[config.mk]
export PLATFORM = sky130hd
export DESIGN_NAME = demux_32bit_reg_flat
export DESIGN_NICKNAME = d
export VERILOG_FILES = /design/src/rtl/demux_32bit_reg_if.sv /design/src/rtl/demux_32bit_reg.sv /design/src/flat_wrapper.sv
export SDC_FILE = /design/constraint.sdc
export NUM_CORES = 1
export LEC_CHECK = 0
export CORE_ASPECT_RATIO = 0.5
export CORE_MARGIN = 5
export CORE_UTILIZATION = 39
export DETAILED_ROUTE_END_ITERATION = 16
export PLACE_DENSITY = 0.72
export SYNTH_ARGS = -nofsm -noshare
export SYNTH_HDL_FRONTEND = slang
export SYNTH_SLANG_ARGS = --single-unit
[constraint.sdc]
create_clock -name clock -period 2.4 [get_ports clock]
set_input_delay 0.48 -clock clock [delete_from_list [all_inputs] [get_ports clock]]
set_output_delay 0.48 -clock clock [all_outputs]
set_load 0.005 [all_outputs]
[src/rtl/demux_32bit_reg_if.sv]
// demux_32bit_reg_if: input handshake, two output handshakes and delivery counters of the demux
interface demux_32bit_reg_if #(parameter int WIDTH = 32, parameter int CNT_W = 8);
    logic             in_valid;
    logic             in_ready;
    logic [WIDTH-1:0] in_data;
    logic             in_sel;
    logic             out0_valid;
    logic             out0_ready;
    logic [WIDTH-1:0] out0_data;
    logic             out1_valid;
    logic             out1_ready;
    logic [WIDTH-1:0] out1_data;
    logic [CNT_W-1:0] cnt0;
    logic [CNT_W-1:0] cnt1;
    modport master (
        output in_valid, in_data, in_sel, out0_ready, out1_ready,
        input  in_ready, out0_valid, out0_data, out1_valid, out1_data, cnt0, cnt1
    );
    modport slave (
        input  in_valid, in_data, in_sel, out0_ready, out1_ready,
        output in_ready, out0_valid, out0_data, out1_valid, out1_data, cnt0, cnt1
    );
endinterface

[src/rtl/demux_32bit_reg.sv]
// demux_32bit_reg: registered 1-to-2 word demultiplexer with per-port handshake and delivery counters
module demux_32bit_reg #(
    parameter int WIDTH = 32,
    parameter int CNT_W = 8
) (
    input logic              clock,
    input logic              reset,
    demux_32bit_reg_if.slave bus
);
    typedef enum logic {EMPTY, FULL} state_t;
    state_t           state [2];
    state_t           state_nxt [2];
    logic [WIDTH-1:0] data [2];
    logic [CNT_W-1:0] cnt [2];
    logic [1:0]       rdy;
    logic [1:0]       ld;
    logic [1:0]       dr;
    logic             acc;
    always_comb begin
        rdy[0]       = (state[0] == EMPTY) || bus.out0_ready;
        rdy[1]       = (state[1] == EMPTY) || bus.out1_ready;
        dr[0]        = (state[0] == FULL) && bus.out0_ready;
        dr[1]        = (state[1] == FULL) && bus.out1_ready;
        bus.in_ready = bus.in_sel ? rdy[1] : rdy[0];
        acc          = bus.in_valid && bus.in_ready;
        ld[0]        = acc && !bus.in_sel;
        ld[1]        = acc && bus.in_sel;
        // a load wins over a drain so back-to-back words leave no bubble
        for (int i = 0; i < 2; i++)
            state_nxt[i] = ld[i] ? FULL : dr[i] ? EMPTY : state[i];
    end
    always_ff @(posedge clock) begin
        for (int i = 0; i < 2; i++) begin
            if (reset) begin
                state[i] <= EMPTY;
                data[i]  <= '0;
                cnt[i]   <= '0;
            end else begin
                state[i] <= state_nxt[i];
                if (ld[i]) data[i] <= bus.in_data;
                cnt[i]   <= cnt[i] + CNT_W'(dr[i]);
            end
        end
    end
    assign bus.out0_valid = (state[0] == FULL);
    assign bus.out1_valid = (state[1] == FULL);
    assign bus.out0_data  = data[0];
    assign bus.out1_data  = data[1];
    assign bus.cnt0       = cnt[0];
    assign bus.cnt1       = cnt[1];
endmodule

[src/flat_wrapper.sv]
// flat-port wrapper written by rule: the top's interface ports become plain ports
module demux_32bit_reg_flat 
#(
    parameter int WIDTH = 32,
    parameter int CNT_W = 8
)
  (clock, reset, bus_in_valid, bus_in_data, bus_in_sel, bus_out0_ready, bus_out1_ready, bus_in_ready, bus_out0_valid, bus_out0_data, bus_out1_valid, bus_out1_data, bus_cnt0, bus_cnt1);
  demux_32bit_reg_if #(.WIDTH(WIDTH), .CNT_W(CNT_W)) bus_i ();
  input logic clock;
  input logic reset;
  input wire logic [$bits(bus_i.in_valid)-1:0] bus_in_valid;
  input wire logic [$bits(bus_i.in_data)-1:0] bus_in_data;
  input wire logic [$bits(bus_i.in_sel)-1:0] bus_in_sel;
  input wire logic [$bits(bus_i.out0_ready)-1:0] bus_out0_ready;
  input wire logic [$bits(bus_i.out1_ready)-1:0] bus_out1_ready;
  output wire logic [$bits(bus_i.in_ready)-1:0] bus_in_ready;
  output wire logic [$bits(bus_i.out0_valid)-1:0] bus_out0_valid;
  output wire logic [$bits(bus_i.out0_data)-1:0] bus_out0_data;
  output wire logic [$bits(bus_i.out1_valid)-1:0] bus_out1_valid;
  output wire logic [$bits(bus_i.out1_data)-1:0] bus_out1_data;
  output wire logic [$bits(bus_i.cnt0)-1:0] bus_cnt0;
  output wire logic [$bits(bus_i.cnt1)-1:0] bus_cnt1;
  assign bus_i.in_valid = bus_in_valid;
  assign bus_i.in_data = bus_in_data;
  assign bus_i.in_sel = bus_in_sel;
  assign bus_i.out0_ready = bus_out0_ready;
  assign bus_i.out1_ready = bus_out1_ready;
  assign bus_in_ready = bus_i.in_ready;
  assign bus_out0_valid = bus_i.out0_valid;
  assign bus_out0_data = bus_i.out0_data;
  assign bus_out1_valid = bus_i.out1_valid;
  assign bus_out1_data = bus_i.out1_data;
  assign bus_cnt0 = bus_i.cnt0;
  assign bus_cnt1 = bus_i.cnt1;
  demux_32bit_reg #(.WIDTH(WIDTH), .CNT_W(CNT_W)) u_core (.clock(clock), .reset(reset), .bus(bus_i));
endmodule
==> results of run 1 <==
routing by layer:
layer / vias to the layer above / GRT usage
met4: 0 / 0.0675
met2: 37 / 0.298
met3: 11 / 0.0417
met5: - / 0
li1: 1034 / -
met1: 1041 / 0.149
worst max-delay path, stage by stage:
cell	delay, ns
clkdlybuf4s50_1	0.48
nand2b_4	0.14
nor2_1	0.04
a21oi_1	0.12
clkdlybuf4s50_1	0.52
power by group through the flow:
stage          clock, µW  combinational [µW]  sequential [µW]
2_1_floorplan          0                62.6             1680
3_3_place_gp           0                 321             1670
3_5_place_dp           0                 326             1670
4_1_cts             1430                 328             1640
5_1_grt             1500                 344             1650
6_report            1400                 323             1640
kinds of logic after synthesis:
| logic type | Yosys count |
|---|---|
| simple gates | 103 |
| flops | 82 |
| compound gates | 16 |
| buf+inv | 10 |
| xor+xnor | 6 |
| fa+ha+maj | 4 |
cell usage in the layout (no fill, tap or decap), types with 4 or more instances in the layout:
| cell | netlist | routed |
|---|---|---|
| o21ai_0 | 5 | 5 |
| xor2_1 | 4 | 4 |
| dfxtp_1 | 18 | 18 |
| and2_1 | 66 | 66 |
| nand3_1 | 7 | 7 |
| ha_1 | 4 | 4 |
| nor2_1 | 8 | 8 |
| nand2_1 | 4 | 4 |
| a21oi_1 | 7 | 7 |
| nor2b_1 | 5 | 4 |
| buf_4 | 0 | 6 |
| edfxtp_1 | 64 | 64 |
| clkdlybuf4s50_1 | 0 | 120 |
| clkbuf_16 | 0 | 9 |
| or3_1 | 5 | 5 |
state kept, by name (all words and copies together), names as in the netlist:
register      count
u_core.cnt       16
u_core.state      2
u_core.data      64
what timing repair did:
item | 4_1_cts | 5_1_grt
gates resized for setup | 0 | 2
endpoints found under the setup margin | 0 | 1
hold buffers | 0 | 0
layout make-up:
type                    instances  share of cell area
repair buffers                127               0.262
flip-flops and latches         82               0.472
well taps                     112              0.0290
clock buffers                  12              0.0489
inverters                       2             0.00155
multi-input cells             129               0.173
clock inverters                 3              0.0135
cell usage after synthesis, drive strengths merged, types with 3 or more instances:
cell / instances
a21oi: 7
and2: 66
clkbuf: 6
dfxtp: 18
edfxtp: 64
ha: 4
nand2: 4
nand2b: 3
nand3: 7
nor2: 8
nor2b: 5
o21ai: 5
o21bai: 3
or3: 5
xor2: 4
final timing paths:
check                   start                  to  slack, ns  cells past startpoint
max            bus_out0_ready        bus_in_ready       0.13                      5
min          u_core.cnt[0][7]    u_core.cnt[0][7]       0.49                      2
max reg2reg   u_core.state[1]  u_core.data[1][20]       0.74                      2
min reg2reg  u_core.cnt[0][7]    u_core.cnt[0][7]       0.49                      2
stage by stage:
stage                     setup WS, ns  cell area [µm²]  power, µW
after floorplan                  0.551             3150       1740
after global placement           0.146             4520       1990
after detailed placement        0.0884             4520       2000
after CTS                       0.0851             4820       3400
after global routing            0.0460             4830       3490
final                            0.133             4830       3370
==> flow_summary.yaml, run 1 <==
sta:
  finalSetupTns_ns: 0
  worst_slew_pin_slew_ns: 0.935
  slew-limit-headroom: 0.375
  rsz0062_at_grt: "no"
  holdWs_ns: 0.493
  fin_skew_ns: 0.00573
  min_period_over_period: 0.945
  report.final.slew_viol_count: 0
  hold_violations: 0
  max_freq_ghz: 0.441
  setup_viol: 0
  period_needed_ns: 2.27
routing:
  via_per_inst: 4.55
  firstDrtPassIters: 4
  wl_met1_um: 2760
  route.vias.total: 2123
  drc: 0
  wl_met3_um: 283
  top_layer_used: "met4"
  avgRoutedWirePerCell_um: 15.7
  drt_iter0_markers: 137
  finalWirelength_um: 7340
  wl_met2_um: 4160
  ant_nets: 0
floorplan:
  rows: 23
  ioPinCount: 121
  die_h_um: 73.5
  die_width_um: 137
  core_area_um2: 7910
  dieArea_um2: 10100
  start_util: 0.397
synth:
  synth_top_area_share: 0.611
  synth_edf_count: 64
  seq_area_frac_synth: 0.726
  avgSynthCellArea_um2: 14.2
  ys.warnings.count: 0
  synth-seq-cells: 82
  yosysTopAreaCell: "edfxtp_1"
  yosysUniqueCellTypes: 24
  ys.flop_type: "edfxtp_1"
  synthAdderAreaFrac: 0.0159
  yosys.area_share.simple: 0.198
  syn-cell-area_um2: 3150
  synth_async_sr_flop_share: 0
  yosys-top-cells-area: "edfxtp_1 (61%), and2_1 (13%), dfxtp_1 (11%)"
  synth_compound_area_frac: 0.0290
  synth_mux_area_frac: 0
  syn-instance-count: 221
  yosys.area_share.xor_xnor: 0.0167
  syn-num-nets: 263
  synth_top_family_by_area: "simple AND/OR/NAND/NOR gates"
power_and_ir_drop:
  p_switching_uw: 640
  ir_drop_mv: 0.426
  leakagePower_uw: 0.00180
  switching_share: 0.190
  clock_power_share: 0.416
  seqPwrFrac: 0.488
  power_density_nw_per_um2: 696
  p_comb_frac: 0.096
  p_int_uw: 2730
run:
  cap_violations: 0
placed_design:
  gp_congestion: 0.757
  io_buffers: 120
  dp.cells: 452
  dp_hpwl_um: 5310
critical_path:
  path_class: "in2out"
  crit_arrival_ns: 1.79
  critPathMaxFanout: 4
  critPathRequiredTime_ns: 1.92
  cp-end-kind: "output port"
  cp-start-kind: "input port"
cts:
  cts_num_sinks: 82
  clock_latency_ns: 0.33
  cts_max_level: 3
  cts_tree: "done"
  clk_pin_slew_ns: 0.05
  cts_buffers: 9
  cts_setup_buffers: 0
  cts_root_buffer: "clkbuf_16"
  clock_path_buffers: 2
cells_and_area:
  regArea_um2: 2280
  areaGrowthSynthToFinish_pct: 53.7
  drive_gt1_frac: 0.0732
  finalNonFillerCells: 467
  fillers: 619
  multi_input_area_um2: 837
  utilization: 0.611
  fin_nets: 393
  antennaDiodeCount: 0
grt:
  grt-ovfl-total: 0
  grt_max_degree: 33
  grt_util_all_layers: 0.151
  grt_pass1_vias: 2293
  grt_pass1_wl_um: 11500
  antenna_found_initial: 0
outcome:
  outcome: "complete, no violations"
hold_path:
  hold_path_class: "reg2reg"
(Power assumes the default switching activity.)
==> run 2: changes to the inputs <==
--- a/config.mk
+++ b/config.mk
@@ -6,7 +6,7 @@
 export NUM_CORES = 1
 export LEC_CHECK = 0
 export CORE_ASPECT_RATIO = 0.5
-export CORE_MARGIN = 5
+export CORE_MARGIN = 8
 export CORE_UTILIZATION = 39
 export DETAILED_ROUTE_END_ITERATION = 16
 export PLACE_DENSITY = 0.72
==> constraint.sdc (replaced) <==
create_clock -name clock -period 2.4 [get_ports clock]
set_input_delay 0.72 -clock clock [delete_from_list [all_inputs] [get_ports clock]]
set_output_delay 0.72 -clock clock [all_outputs]
set_load 0.005 [all_outputs]
==> run 2 against run 1 <==
  * Clock power increased by 16%
  * Critical endpoint unchanged
  * Hold slack improved by 0.0033 ns
  * Sequential power about the same
  * Sequential share of layout area decreased by 0.80 points
==> flow_summary.yaml, run 2 (synthesis results as in run 1) <==
cts:
  cts_root_buffer: "clkbuf_16"
  cts_hold_buf: 0
  cts_num_sinks: 82
  cts_buffers: 9
  cts.repair.resized: 5
  clk_pin_slew_ns: 0.05
  cts_setup_buffers: 0
  cts_max_level: 3
  clock_path_buffers: 2
  cts_tree: "done"
  clock_latency_ns: 0.33
cells_and_area:
  fin_nets: 396
  regArea_um2: 2280
  finalNonFillerCells: 471
  largest_registers: "u_core.data x64, u_core.cnt x16, u_core.state x2"
  drive_gt1_frac: 0.0864
  antennaDiodeCount: 0
  final_cell_mix: "clkdlybuf4s50_1 (119), and2_1 (66), edfxtp_1 (64)"
  largest_register_ffs: 64
  regMostFlops: "u_core.data"
  final_area_um2: 4920
  multi_input_area_um2: 835
  layout_commonest_cell: "clkdlybuf4s50_1"
  areaGrowthSynthToFinish_pct: 56.4
  fillers: 607
routing:
  avgRoutedWirePerCell_um: 16.6
  finalWirelength_um: 7820
  route.vias.total: 2117
  drc: 0
  drt_iter0_markers: 101
  firstDrtPassIters: 4
  via_per_inst: 4.49
  ant_nets: 0
placed_design:
  place_area_um2: 4560
  dp.cells: 455
  dp_hpwl_um: 5660
  io_buffers: 120
  gp_congestion: 0.719
grt:
  grt-ovfl-total: 0
  grt_pass1_wl_um: 11800
  grt_max_degree: 34
  grt_pass1_vias: 2220
  antenna_found_initial: 0
  grt_util_all_layers: 0.136
sta:
  rsz0062_at_grt: "no"
  hold_violations: 0
  slew-limit-headroom: 0.424
  holdWs_ns: 0.496
  finalSetupTns_ns: 0
  fin_skew_ns: 0.00419
  min_period_over_period: 0.961
  max_freq_ghz: 0.434
  worst_slew_pin_slew_ns: 0.864
  period_needed_ns: 2.31
  report.final.slew_viol_count: 0
  setup_viol: 0
critical_path:
  cp-start-kind: "input port"
  cp-end-kind: "output port"
  critPathRequiredTime_ns: 1.68
  crit_arrival_ns: 1.59
  path_class: "in2out"
  critPathMaxFanout: 2
floorplan:
  die_width_um: 143
  core_area_um2: 7910
  ioPinCount: 121
  start_util: 0.397
  die_h_um: 79.5
  rows: 23
  dieArea_um2: 11400
power_and_ir_drop:
  ir_drop_mv: 0.442
  leakagePower_uw: 0.00184
  power_density_nw_per_um2: 732
run:
  cap_violations: 0
hold_path:
  hold_path_class: "reg2reg"
outcome:
  outcome: "complete, no violations"
[run 2: changes by cell type in the layout (fill, tap and decap cells not counted), sizes merged]
cell | before | now
buf | 7 | 11
bufinv | 2 | 4
clkbuf | 12 | 10
clkdlybuf4s50 | 120 | 119
clkinv | 1 | 2
[run 2: area by class of cell]
cell class              count  share of cell area
inverters                   2             0.00153
multi-input cells         129               0.170
clock inverters             6              0.0262
clock buffers              10              0.0466
flip-flops and latches     82               0.464
repair buffers            130               0.264
well taps                 112              0.0285
[run 2: where the power goes]
part | internal [µW] | total [µW] | switching (µW)
Combinational | 211 | 329 | 118
Clock | 1120 | 1630 | 514
Sequential | 1610 | 1640 | 26.8
Total | 2940 | 3600 | 659
[run 2: metrics by stage]
stage | setup WS [ns] | util | total power (µW)
2_1_floorplan | 0.311 | - | 1740
3_3_place_gp | -0.301 | 0.576 | 2000
3_5_place_dp | -0.318 | 0.576 | 2010
4_1_cts | 0.0824 | 0.622 | 3640
5_1_grt | 0.0281 | 0.622 | 3720
6_report | 0.0937 | 0.622 | 3600
[run 2: path summary, 6_finish.rpt]
kind                   startpoint                 to  slack [ns]  cells past startpoint
setup / recovery   bus_out0_ready       bus_in_ready        0.09                      5
hold / removal    u_core.state[1]    u_core.state[1]        0.50                      2
setup reg to reg  u_core.state[0]  u_core.data[0][3]        0.75                      3
hold reg to reg   u_core.state[1]    u_core.state[1]        0.50                      2
[run 2: metal layers]
metal / share of wire / GRT usage
met2: 0.58 / 0.271
met3: 0.050 / 0.0453
met5: 0 / 0
met4: 0.011 / 0.0505
met1: 0.36 / 0.127
[run 2: worst max-delay path, cell delays in order]
cell             delay, ns
clkdlybuf4s50_1       0.48
nand2b_4              0.13
nor2_1                0.04
a21oi_1               0.10
buf_2                 0.12
